**config.mk**
```make
export PLATFORM = sky130hd
export DESIGN_NAME = id_ex_stage
export DESIGN_NICKNAME = d
export VERILOG_FILES = /design/src/rtl/id_ex_stage.sv
export SDC_FILE = /design/constraint.sdc
export NUM_CORES = 1
export LEC_CHECK = 0
export ABC_AREA = 1
export ABC_CLOCK_PERIOD_IN_PS = 1800
export BUFFER_PORTS_ARGS = -buffer_cell sky130_fd_sc_hd__buf_4
export CAP_MARGIN = 40
export CORE_AREA = 5 5 148 150
export CTS_CLUSTER_SIZE = 30
export DETAILED_ROUTE_END_ITERATION = 16
export DIE_AREA = 0 0 153 155
export PLACE_DENSITY = 0.77
export SYNTH_ARGS = -nofsm -noshare
export SYNTH_HDL_FRONTEND = slang
export SYNTH_SLANG_ARGS = --single-unit
```
**constraint.sdc**
```tcl
create_clock -name clk -period 1.8 [get_ports clk]
set_clock_uncertainty 0.1 [all_clocks]
set_input_delay 0.36 -clock clk [delete_from_list [all_inputs] [get_ports clk]]
set_output_delay 0.36 -clock clk [all_outputs]
set_load 0.02 [all_outputs]
```
**src/rtl/id_ex_stage.sv**
```systemverilog
// rtl/id_ex_stage.sv - ID/EX pipeline register with EX/MEM and MEM/WB operand forwarding
// Captures decoded fields, then forwards and muxes final ALU operands a/b for the Alu.
module id_ex_stage #(
    parameter int XLEN = 32,
    parameter int REGW = 5
) (
    input  logic            clk,
    input  logic            rst,
    input  logic            stall,
    input  logic            flush,
    input  logic            id_valid,
    input  logic [REGW-1:0] id_rs1_addr,
    input  logic [REGW-1:0] id_rs2_addr,
    input  logic [XLEN-1:0] id_rs1_data,
    input  logic [XLEN-1:0] id_rs2_data,
    input  logic [XLEN-1:0] id_imm,
    input  logic [XLEN-1:0] id_pc,
    input  logic            id_use_imm,
    input  logic            id_use_pc,
    input  logic [3:0]      id_alu_sel,
    input  logic [REGW-1:0] id_rd_addr,
    input  logic            id_reg_write,
    input  logic [REGW-1:0] exmem_rd,
    input  logic            exmem_reg_write,
    input  logic [XLEN-1:0] exmem_result,
    input  logic [REGW-1:0] memwb_rd,
    input  logic            memwb_reg_write,
    input  logic [XLEN-1:0] memwb_result,
    output logic            ex_valid,
    output logic [XLEN-1:0] ex_a,
    output logic [XLEN-1:0] ex_b,
    output logic [3:0]      ex_sel,
    output logic [XLEN-1:0] ex_store_data,
    output logic [REGW-1:0] ex_rd,
    output logic            ex_reg_write,
    output logic [1:0]      ex_fwd_a,
    output logic [1:0]      ex_fwd_b
);

    logic            valid_q,     valid_d;
    logic [REGW-1:0] rs1_addr_q,  rs1_addr_d;
    logic [REGW-1:0] rs2_addr_q,  rs2_addr_d;
    logic [XLEN-1:0] rs1_data_q,  rs1_data_d;
    logic [XLEN-1:0] rs2_data_q,  rs2_data_d;
    logic [XLEN-1:0] imm_q,       imm_d;
    logic [XLEN-1:0] pc_q,        pc_d;
    logic            use_imm_q,   use_imm_d;
    logic            use_pc_q,    use_pc_d;
    logic [3:0]      alu_sel_q,   alu_sel_d;
    logic [REGW-1:0] rd_q,        rd_d;
    logic            reg_write_q, reg_write_d;

    // Flush wins over stall; a bubble clears every field so nothing stale can forward.
    always_comb begin
        valid_d     = valid_q;
        rs1_addr_d  = rs1_addr_q;
        rs2_addr_d  = rs2_addr_q;
        rs1_data_d  = rs1_data_q;
        rs2_data_d  = rs2_data_q;
        imm_d       = imm_q;
        pc_d        = pc_q;
        use_imm_d   = use_imm_q;
        use_pc_d    = use_pc_q;
        alu_sel_d   = alu_sel_q;
        rd_d        = rd_q;
        reg_write_d = reg_write_q;
        if (flush) begin
            valid_d     = 1'b0;
            rs1_addr_d  = '0;
            rs2_addr_d  = '0;
            rs1_data_d  = '0;
            rs2_data_d  = '0;
            imm_d       = '0;
            pc_d        = '0;
            use_imm_d   = 1'b0;
            use_pc_d    = 1'b0;
            alu_sel_d   = 4'b0000;
            rd_d        = '0;
            reg_write_d = 1'b0;
        end else if (!stall) begin
            valid_d     = id_valid;
            rs1_addr_d  = id_rs1_addr;
            rs2_addr_d  = id_rs2_addr;
            rs1_data_d  = id_rs1_data;
            rs2_data_d  = id_rs2_data;
            imm_d       = id_imm;
            pc_d        = id_pc;
            use_imm_d   = id_use_imm;
            use_pc_d    = id_use_pc;
            alu_sel_d   = id_alu_sel;
            rd_d        = id_rd_addr;
            reg_write_d = id_reg_write;
        end
    end

    always_ff @(posedge clk or negedge rst) begin
        if (!rst) begin
            valid_q     <= 1'b0;
            rs1_addr_q  <= '0;
            rs2_addr_q  <= '0;
            rs1_data_q  <= '0;
            rs2_data_q  <= '0;
            imm_q       <= '0;
            pc_q        <= '0;
            use_imm_q   <= 1'b0;
            use_pc_q    <= 1'b0;
            alu_sel_q   <= 4'b0000;
            rd_q        <= '0;
            reg_write_q <= 1'b0;
        end else begin
            valid_q     <= valid_d;
            rs1_addr_q  <= rs1_addr_d;
            rs2_addr_q  <= rs2_addr_d;
            rs1_data_q  <= rs1_data_d;
            rs2_data_q  <= rs2_data_d;
            imm_q       <= imm_d;
            pc_q        <= pc_d;
            use_imm_q   <= use_imm_d;
            use_pc_q    <= use_pc_d;
            alu_sel_q   <= alu_sel_d;
            rd_q        <= rd_d;
            reg_write_q <= reg_write_d;
        end
    end

    // Youngest producer (EX/MEM) wins; x0 is hard-wired zero and never forwarded.
    function automatic logic [1:0] fwd_src(input logic [REGW-1:0] rs);
        if (exmem_reg_write && (exmem_rd != '0) && (exmem_rd == rs))
            return 2'b10;
        else if (memwb_reg_write && (memwb_rd != '0) && (memwb_rd == rs))
            return 2'b01;
        else
            return 2'b00;
    endfunction

    logic [XLEN-1:0] fwd_rs1;
    logic [XLEN-1:0] fwd_rs2;

    always_comb begin
        ex_fwd_a = fwd_src(rs1_addr_q);
        ex_fwd_b = fwd_src(rs2_addr_q);
        case (ex_fwd_a)
            2'b10:   fwd_rs1 = exmem_result;
            2'b01:   fwd_rs1 = memwb_result;
            default: fwd_rs1 = rs1_data_q;
        endcase
        case (ex_fwd_b)
            2'b10:   fwd_rs2 = exmem_result;
            2'b01:   fwd_rs2 = memwb_result;
            default: fwd_rs2 = rs2_data_q;
        endcase
    end

    assign ex_a          = use_pc_q  ? pc_q  : fwd_rs1;
    assign ex_b          = use_imm_q ? imm_q : fwd_rs2;
    assign ex_store_data = fwd_rs2;
    assign ex_valid      = valid_q;
    assign ex_sel        = alu_sel_q;
    assign ex_rd         = rd_q;
    assign ex_reg_write  = reg_write_q & valid_q;

endmodule
```
==> flow_metrics.py, run 1 <==
metrics = {
    "final_layout": {
        "multiInputGateArea_um2": 5970,
        "sequential_cell_area_um2": 3780,
        "fin_util_pct": 76.3,
        "final_cells": 1970,
        "area_growth_pct": 73.0,
        "drive_above_1_share_pct": 49.6,
        "fin_nets": 1912,
        "fill_cells": 1463,
    },
    "timing": {
        "hold_viol": 0,
        "finalCritPeriodShare_pct": 152,
        "slew_violations": 0,
        "setup_tns_ns": -83.64,
        "worstMarginPinSlew_ns": 0.702,
        "max_freq_mhz": 365,
        "post-route-min-period_ns": 2.74,
        "rsz0062_at_grt": "true",
        "fin_ws_ns": -0.937,
        "setup_viol": 100,
        "slew_headroom_pct": 53.2,
    },
    "die": {
        "initial_core_util_pct": 44.1,
        "die_h_um": 155,
        "dieArea_um2": 23700,
        "coreArea_um2": 20600,
        "num_io_pins": 342,
        "rows": 53,
        "die_w_um": 153,
    },
    "hold_path": {
        "hp-class": "primary input to flip-flop",
    },
    "clocking": {
        "cts_tree": "built",
        "clockBufferDepth": 2,
        "clk_pin_slew_ns": 0.07,
        "cts.sinks": 151,
        "clk_latency_ns": 0.42,
        "root_buffer": "clkbuf_16",
        "htreeDepth": 4,
        "cts_inserted_buffers": 17,
    },
    "route": {
        "drt-total-wl_um": 40900,
        "wire_per_inst_um": 20.8,
        "routed_via_density": 5.59,
        "num_vias": 11012,
        "first_pass_iters": 7,
        "drc": 0,
        "postRouteAntennaNets": 0,
        "drtIter0Drc": 1028,
    },
    "logic_synthesis": {
        "yosys.area_share.simple_pct": 41.0,
        "yosys_warnings": 0,
        "synth_top_family_by_area": "simple AND/OR/NAND/NOR gates",
        "avgSynthCellArea_um2": 6.92,
        "ys_seq_elements": 151,
        "synth_compound_area_share_pct": 4.96,
        "synth.top_cell.area_share_pct": 41.7,
        "ys_seq_area_share_pct": 41.7,
        "yosysTopAreaCell": "dfrtp_1",
        "syn-cell-area_um2": 9060,
        "synthTopCellsByArea": "dfrtp_1 42%, nand3_1 24%, nand2_1 15%",
        "synthDistinctLibCells": 20,
        "synth_nets": 1541,
        "synth_fa_ha_area_share_pct": 0,
        "syn_inst": 1310,
        "synth_mux_area_share_pct": 0,
        "synth_xor_area_share_pct": 1.35,
    },
    "worst_setup_path": {
        "cp-start-kind": "flip-flop",
        "crit_fanout": 7,
        "cp_slowest_cell": "dfrtp_1",
        "critPathBufInv": 4,
        "arrival_ns": 2.28,
        "path_class": "flip-flop to output port",
        "crit_chain": "inv_1 > nand2_1 > nand2_1 > nor2_2 > nand3_2 > nor2_4 > buf_12 > buf_8 > nand3_2 > nand3_2 > nand2_1 > nand2_2 > buf_6",
        "path_delay_family": "simple AND/OR/NAND/NOR gates",
        "cp.required_ns": 1.34,
        "critPathMaxStageDelay_ns": 0.39,
        "endpoint_kind": "output port",
    },
    "grt": {
        "use_met3_pct": 7.12,
        "use_met2_pct": 49.2,
        "grt_start_max_net_pins": 160,
        "grt_pass1_vias": 10285,
        "grtUsageMet1_pct": 41.0,
        "grt_pass1_wl_um": 57800,
        "grtUsageTotal_pct": 30.8,
        "top_usage_layer": "met2",
        "antenna_found_initial": 3,
        "gr-total-overflow": 0,
    },
    "placed_design": {
        "place_ws_ns": -0.512,
        "portBuffers": 341,
        "placed_cells_incl_taps": 1896,
        "place_congestion": 0.970,
        "hpwl_um": 27800,
    },
    "run_status": {
        "outcome": "finished, violations left",
        "violations": "setup timing",
    },
    "power_and_ir_drop": {
        "p_per_area_nw_per_um2": 694,
        "p_leak_nw": 7.93,
        "ir_drop_uv": 610,
    },
    "run": {
        "cap_violations": 0,
    },
}
-- final timing paths --
kind                       slack (ns)             to           from  depth (start not counted)
setup / recovery                -0.94        ex_b[6]  rs2_addr_q[2]                         13
hold / removal                   0.06      imm_q[29]     id_imm[29]                          3
setup reg to reg                 0.70       use_pc_q       use_pc_q                          3
hold reg to reg                  0.41      imm_q[20]      imm_q[20]                          2
max in group asynchronous        0.66  rs2_data_q[2]            rst                          3
min in group asynchronous        0.35       ex_rd[1]            rst                          2
-- metal layers --
layer  share of wire (%)  vias to the layer above
li1                    -                     5034
met1                  39                     5254
met2                  48                      628
met3                 9.3                       94
met4                 3.5                        2
met5               0.032                        -
-- worst reg2reg max path, delay by kind of cell (launching register included) --
family | cells | cell delay, ns
buffers and inverters | 2 | 0.41
AOI/OAI and AO/OA | 1 | 0.10
DFF | 1 | 0.38
-- layout make-up --
| class | count | share of cell area [%] |
|---|---|---|
| Clock buffer | 18 | 2.74 |
| Sequential cell | 151 | 24.1 |
| Multi-Input combinational cell | 932 | 38.1 |
| Antenna cell | 2 | 0.0319 |
| Tap cell | 275 | 2.19 |
| Inverter | 117 | 2.95 |
| Clock inverter | 13 | 1.09 |
| Timing Repair Buffer | 462 | 28.8 |
-- where the power goes --
part	switching (W)	internal, W
Sequential	0.000159	0.00362
Combinational	0.00184	0.00151
Clock	0.00155	0.00219
Total	0.00355	0.00733
-- synthesized netlist by cell type --
library cell / n
nand3_1: 442
buf_2: 25
nor3_4: 1
inv_2: 1
nand2_2: 2
a21oi_2: 1
nor2b_1: 1
nand3_2: 3
nand2_1: 365
nor2_4: 2
xor2_1: 4
dfrtp_1: 151
o21ai_0: 88
xnor2_1: 10
buf_4: 7
clkbuf_1: 56
inv_1: 116
buf_1: 12
nor2_1: 12
buf_6: 11
-- stage by stage --
| step | total power, W | cell area [um2] | hold WS (ns) |
|---|---|---|---|
| after floorplan | 0.00518 | 9790 | -0.0356 |
| after global placement | 0.00659 | 13000 | 0.227 |
| after detailed placement | 0.00662 | 13000 | 0.230 |
| after CTS | 0.0105 | 14300 | 0.0485 |
| after global routing | 0.0113 | 15700 | 0.0590 |
| final | 0.0109 | 15700 | 0.0616 |
-- cell families after synthesis --
| kind of cell | Yosys count |
|---|---|
| AO/OA/AOI/OAI | 89 |
| XOR/XNOR | 14 |
| buffers and inverters | 228 |
| flip-flops | 151 |
| AND/OR/NAND/NOR | 828 |
-- what timing repair did --
item / CTS / global route
setup endpoints to repair: 100 / 100
hold endpoints to repair: 37 / 0
cloned: 2 / 18
resized for setup: 129 / 208
buffers inserted: 5 / 15
pin swaps: 39 / 41
hold buffers: 1 / 0
-- cell usage in the layout (no fill, tap or decap), drive strengths merged, types with 2 or more instances in the layout --
master / netlist / routed
clkbuf: 56 / 31
dfrtp: 151 / 151
nand3: 445 / 445
o21ai: 88 / 88
xor2: 4 / 4
xnor2: 10 / 10
bufinv: 0 / 3
clkinv: 0 / 2
nor2: 14 / 14
clkinvlp: 0 / 6
inv: 117 / 119
nand2: 367 / 368
diode: 0 / 2
buf: 55 / 448
-- flip-flops by register name, summed over array words and instances (netlist names) --
| register | cells |
|---|---|
| use_pc_q | 1 |
| ex_sel | 4 |
| ex_rd | 5 |
| pc_q | 32 |
| rs2_addr_q | 5 |
| rs1_data_q | 32 |
| rs1_addr_q | 5 |
| use_imm_q | 1 |
| imm_q | 32 |
| reg_write_q | 1 |
| rs2_data_q | 32 |
| ex_valid | 1 |
(Power assumes the default switching activity.)
==> inputs of run 2 (changes only) <==
--- a/config.mk
+++ b/config.mk
@@ -9,11 +9,11 @@
 export ABC_CLOCK_PERIOD_IN_PS = 1800
 export BUFFER_PORTS_ARGS = -buffer_cell sky130_fd_sc_hd__buf_4
 export CAP_MARGIN = 40
-export CORE_AREA = 5 5 148 150
+export CORE_AREA = 2 2 154 156
 export CTS_CLUSTER_SIZE = 30
 export DETAILED_ROUTE_END_ITERATION = 16
-export DIE_AREA = 0 0 153 155
-export PLACE_DENSITY = 0.77
+export DIE_AREA = 0 0 156 158
+export PLACE_DENSITY = 0.69
 export SYNTH_ARGS = -nofsm -noshare
 export SYNTH_HDL_FRONTEND = slang
 export SYNTH_SLANG_ARGS = --single-unit
==> run 2 against run 1 <==
The flow still finishes with violations (setup timing). Combinational power up 4%. Cell count up 1.7%. Total power up 0.40%. Global-route usage up 1.2 points. Die area up 3.9%. Routed wire length up 2.3%. Flip-flop and latch count unchanged. Critical path depth down 2. Via count up 0.44%. Fmax down 2.3%. Hold slack worse by 0.018 ns. Critical endpoint is now ex_b[28].
==> flow_metrics.py, run 2 (synthesis gave the netlist of run 1 again) <==
metrics = {
    "run_status": {
        "outcome": "finished, violations left",
        "violations": "setup timing",
    },
    "die": {
        "num_io_pins": 342,
        "rows": 56,
        "dieArea_um2": 24600,
        "initial_core_util_pct": 39.3,
        "die_w_um": 156,
        "coreArea_um2": 23100,
        "die_h_um": 158,
    },
    "worst_setup_path": {
        "critPathBufInv": 3,
        "cp_slowest_cell": "dfrtp_1",
        "arrival_ns": 2.34,
        "endpoint_kind": "output port",
        "cp.required_ns": 1.34,
        "crit_chain": "buf_6 > xnor2_2 > nand2_1 > nor2_2 > nand3_4 > buf_12 > nand3_1 > nand3_4 > nand2_1 > nand2_2 > buf_4",
        "cp-start-kind": "flip-flop",
        "critPathMaxStageDelay_ns": 0.43,
        "crit_fanout": 36,
        "path_delay_family": "simple AND/OR/NAND/NOR gates",
        "path_class": "flip-flop to output port",
    },
    "route": {
        "postRouteAntennaNets": 0,
        "num_vias": 11060,
        "first_pass_iters": 5,
        "drc": 0,
        "routed_via_density": 5.52,
        "wire_per_inst_um": 20.9,
        "drt-total-wl_um": 41900,
        "drtIter0Drc": 1007,
    },
    "clocking": {
        "cts_inserted_buffers": 17,
        "htreeDepth": 4,
        "clk_pin_slew_ns": 0.07,
        "cts_tree": "built",
        "cts.sinks": 151,
        "clk_latency_ns": 0.43,
        "clockBufferDepth": 2,
        "root_buffer": "clkbuf_16",
    },
    "final_layout": {
        "area_growth_pct": 77.5,
        "final_cell_mix": "320 x buf_4, 274 x nand2_1, 253 x nand3_1, 148 x dfrtp_1, 130 x nand3_2",
        "drive_above_1_share_pct": 50.5,
        "insertedDiodeCount": 0,
        "mostFrequentLayoutCell": "buf_4",
        "final_cells": 2004,
        "fin_nets": 1932,
    },
    "timing": {
        "worstMarginPinSlew_ns": 0.661,
        "hold_ws_ns": 0.0439,
        "slew_headroom_pct": 55.9,
        "setup_viol": 100,
        "rsz0062_at_grt": "true",
        "slew_violations": 0,
        "setup_tns_ns": -91.58,
        "post-route-min-period_ns": 2.80,
        "fin_ws_ns": -1.00,
        "finalCritPeriodShare_pct": 156,
        "max_freq_mhz": 357,
        "hold_viol": 0,
    },
    "power_and_ir_drop": {
        "p_int_w": 0.00719,
        "switching_power_w": 0.00373,
        "p_per_area_nw_per_um2": 679,
        "ir_drop_uv": 572,
        "p_leak_nw": 8.09,
        "p_seq_share_pct": 34.6,
        "switching_share_pct": 34.2,
        "power_w": 0.0109,
        "p_clk_share_pct": 33.5,
        "combPwrFrac_pct": 31.9,
    },
    "placed_design": {
        "hpwl_um": 28100,
        "place_ws_ns": -0.531,
        "place_congestion": 0.920,
        "placed_cells_incl_taps": 1926,
        "portBuffers": 341,
    },
    "grt": {
        "antenna_found_initial": 0,
        "grt_start_max_net_pins": 87,
        "grtUsageTotal_pct": 32.0,
        "gr-total-overflow": 0,
        "grt_pass1_wl_um": 60200,
        "grt_pass1_vias": 10461,
    },
    "run": {
        "cap_violations": 0,
    },
    "hold_path": {
        "hp-class": "primary input to flip-flop",
    },
}
[run 2: changes by cell type in the layout (fill, tap and decap cells not counted), moves of 4 or more]
cell	delta
nand3_4	+16
buf_12	+7
buf_16	+4
nand3_2	-18
xnor2_1	-5
buf_4	+10
xnor2_2	+5
nand2_4	-4
[run 2: final timing paths]
kind	cells after the start	slack (ns)	to	startpoint
hold / removal	3	0.04	rs2_data_q[0]	id_rs2_data[0]
hold reg to reg	2	0.41	imm_q[8]	imm_q[8]
min in group asynchronous	2	0.28	ex_rd[2]	rst
setup / recovery	11	-1.00	ex_b[28]	rs2_addr_q[0]
setup reg to reg	3	0.62	use_imm_q	use_imm_q
max in group asynchronous	3	0.71	rs2_data_q[29]	rst
[run 2: routing by layer]
| layer | track usage [%] | part of all wire, % | vias to the layer above |
|---|---|---|---|
| li1 | - | - | 5068 |
| met1 | 42.5 | 40 | 5297 |
| met2 | 52.0 | 49 | 603 |
| met3 | 6.54 | 8.2 | 92 |
| met4 | 11.4 | 3.3 | 0 |
| met5 | 0 | 0 | - |
[run 2: layout make-up]
class	count	area (um2)
fillers	1826	6970
multi-input cells	932	6100
repair buffers	482	4800
flip-flops and latches	151	3780
inverters	117	453
clock buffers	17	425
well taps	290	363
clock inverters	15	160
[run 2: worst reg2reg max path: stages (launching register included)]
cell and delay, ns:
dfrtp_1 0.42, inv_1 0.13, buf_4 0.28, o21ai_0 0.13
[run 2: what timing repair did]
item,4_1_cts,5_1_grt
gates resized for setup,192,173
buffers inserted,17,10
cloned,9,11
hold endpoints to repair,74,0
pin swaps,48,64
hold buffers,1,0
setup endpoints to repair,100,100
[run 2: power groups by stage]
stage | clock (W) | sequential [W] | combinational [W]
floorplan | 0 | 0.00380 | 0.00139
global placement | 0 | 0.00381 | 0.00285
detailed placement | 0 | 0.00381 | 0.00287
CTS | 0.00370 | 0.00376 | 0.00321
global route | 0.00384 | 0.00380 | 0.00370
finish | 0.00366 | 0.00377 | 0.00348
[run 2: per-stage QoR]
| stage | instance area [um2] | utilization (%) |
|---|---|---|
| 6_report | 16100 | 69.8 |
| 5_1_grt | 16100 | 69.8 |
| 4_1_cts | 15000 | 65.0 |
| 3_5_place_dp | 13100 | 57.0 |
| 3_3_place_gp | 13100 | 57.0 |
| 2_1_floorplan | 9790 | - |
==> inputs of run 3 (changes only) <==
--- a/config.mk
+++ b/config.mk
@@ -7,7 +7,7 @@
 export LEC_CHECK = 0
 export ABC_AREA = 1
 export ABC_CLOCK_PERIOD_IN_PS = 1800
-export BUFFER_PORTS_ARGS = -buffer_cell sky130_fd_sc_hd__buf_4
+export BUFFER_PORTS_ARGS = -buffer_cell sky130_fd_sc_hd__buf_2
 export CAP_MARGIN = 40
 export CORE_AREA = 2 2 154 156
 export CTS_CLUSTER_SIZE = 30
==> run 3 against run 2 <==
The run still ends with setup timing left. Via count shrank 0.80%. Critical path depth rose by 3. Total power up 2.0%. Combinational power down 5%. Sequential power about the same. Highest routed layer unchanged.
==> flow_metrics.py, run 3 (synthesis gave the netlist of run 1 again) <==
metrics = {
    "run_status": {
        "outcome": "finished, violations left",
        "violations": "setup timing",
    },
    "timing": {
        "hold_viol": 0,
        "slew_violations": 0,
        "hold_ws_ns": 0.0479,
        "finalCritPeriodShare_pct": 153,
        "post-route-min-period_ns": 2.75,
        "rsz0062_at_grt": "true",
        "max_freq_mhz": 364,
        "setup_viol": 100,
        "fin_ws_ns": -0.950,
        "slew_headroom_pct": 70.2,
        "worstMarginPinSlew_ns": 0.447,
    },
    "clocking": {
        "clk_pin_slew_ns": 0.07,
        "cts_tree": "built",
        "root_buffer": "clkbuf_16",
        "htreeDepth": 4,
        "clockBufferDepth": 2,
        "cts.sinks": 151,
        "cts_inserted_buffers": 17,
        "clk_latency_ns": 0.44,
    },
    "die": {
        "die_w_um": 156,
        "num_io_pins": 342,
        "initial_core_util_pct": 39.3,
        "dieArea_um2": 24600,
        "coreArea_um2": 23100,
        "rows": 56,
        "die_h_um": 158,
    },
    "placed_design": {
        "place_congestion": 0.913,
        "portBuffers": 341,
        "hpwl_um": 27200,
        "placed_cells_incl_taps": 1908,
    },
    "run": {
        "cap_violations": 0,
    },
    "worst_setup_path": {
        "rrSetupSlack_ns": 0.61,
        "arrival_ns": 2.29,
        "cp.required_ns": 1.34,
        "r2r_cells": 3,
        "endpoint_kind": "output port",
        "cp-start-kind": "flip-flop",
        "crit_fanout": 7,
        "reg2reg_from": "use_imm_q",
        "path_class": "flip-flop to output port",
        "reg2reg_to": "use_imm_q",
    },
    "route": {
        "num_vias": 10971,
        "drtIter0Drc": 900,
        "postRouteAntennaNets": 0,
        "wire_per_inst_um": 20.8,
        "routed_via_density": 5.52,
        "drt-total-wl_um": 41300,
        "first_pass_iters": 5,
        "drc": 0,
    },
    "final_layout": {
        "final_cell_mix": "252 x nand3_1, 240 x nand2_1, 239 x buf_2, 149 x dfrtp_1, 113 x nand3_2",
        "mostFrequentLayoutCell": "nand3_1",
        "drive_above_1_share_pct": 51.5,
        "fin_nets": 1915,
        "sequential_cell_area_um2": 3780,
        "fill_cells": 1734,
        "multiInputGateArea_um2": 6400,
        "area_growth_pct": 74.7,
        "fin_util_pct": 68.7,
        "final_cells": 1988,
    },
    "power_and_ir_drop": {
        "p_leak_nw": 8.04,
        "power_w": 0.0111,
        "ir_drop_uv": 581,
        "p_per_area_nw_per_um2": 704,
    },
    "hold_path": {
        "min_to": "imm_q[5]",
        "hp-class": "primary input to flip-flop",
        "holdPathStages": 3,
        "worstHoldStart": "id_imm[5]",
    },
    "grt": {
        "antenna_found_initial": 1,
        "gr-total-overflow": 0,
        "grt_start_max_net_pins": 101,
        "grtUsageTotal_pct": 29.3,
        "grt_pass1_vias": 9869,
        "grt_pass1_wl_um": 55300,
    },
}
## run 3: area by class of cell
type | instances | area share (%)
diodes | 2 | 0.0316
well taps | 290 | 2.29
flip-flops and latches | 151 | 23.9
clock inverters | 11 | 1.25
multi-input cells | 932 | 40.5
repair buffers | 465 | 26.4
inverters | 117 | 2.92
clock buffers | 20 | 2.76
## run 3: how the worst max path moves through the flow
stage / slack [ns] / start / cells past startpoint / endpoint
after global routing: -1.04 / rs2_addr_q[1] / 14 / ex_b[14]
after CTS: -0.88 / rs2_addr_q[1] / 12 / ex_store_data[14]
final: -0.95 / rs2_addr_q[1] / 14 / ex_b[14]
after floorplan: -0.17 / rs2_addr_q[1] / 12 / ex_b[5]
after detailed placement: -0.57 / exmem_rd[1] / 11 / ex_a[24]
after global placement: -0.56 / exmem_rd[1] / 11 / ex_a[24]
## run 3: routing by layer
metal / global-route usage, % / part of all wire (%) / up-vias / routed length [um]
met5: 0 / 0 / - / 0
met4: 10.7 / 3.7 / 0 / 1540
met3: 5.97 / 7.6 / 108 / 3140
met2: 47.2 / 49 / 557 / 20100
met1: 39.1 / 40 / 5267 / 16500
li1: - / - / 5039 / -
## run 3: timing repair
action	4_1_cts	5_1_grt
hold endpoints to repair	27	0
setup buffers	12	12
gates resized for setup	160	383
pin swaps	16	110
hold buffers	1	0
gates cloned	7	18
endpoints found under the setup margin	100	100
## run 3: power breakdown
part	switching (W)	total, W	internal, W
clock network	0.00157	0.00404	0.00247
registers	0.000159	0.00378	0.00362
logic	0.00190	0.00332	0.00141
total	0.00364	0.0111	0.00750
## run 3: worst max-delay path, cell delays in order (launching register included)
cell       delay, ns
dfrtp_1         0.43
inv_2           0.11
nand2_1         0.06
nand2_1         0.07
nand2_2         0.08
nor2_4          0.10
nand3_4         0.12
buf_12          0.16
clkinv_8        0.08
clkbuf_16       0.17
nand2_4         0.07
nand3_4         0.11
nand2_1         0.08
nand2_2         0.08
buf_6           0.12
## run 3: per-stage QoR
step           TNS, ns  cell area [um2]  setup slack (ns)
6_report        -84.19            15800            -0.950
3_5_place_dp    -42.86            12200            -0.575
5_1_grt         -91.92            15800             -1.04
4_1_cts         -79.86            13700            -0.885
3_3_place_gp    -41.15            12200            -0.555
2_1_floorplan    -6.28             9790            -0.166
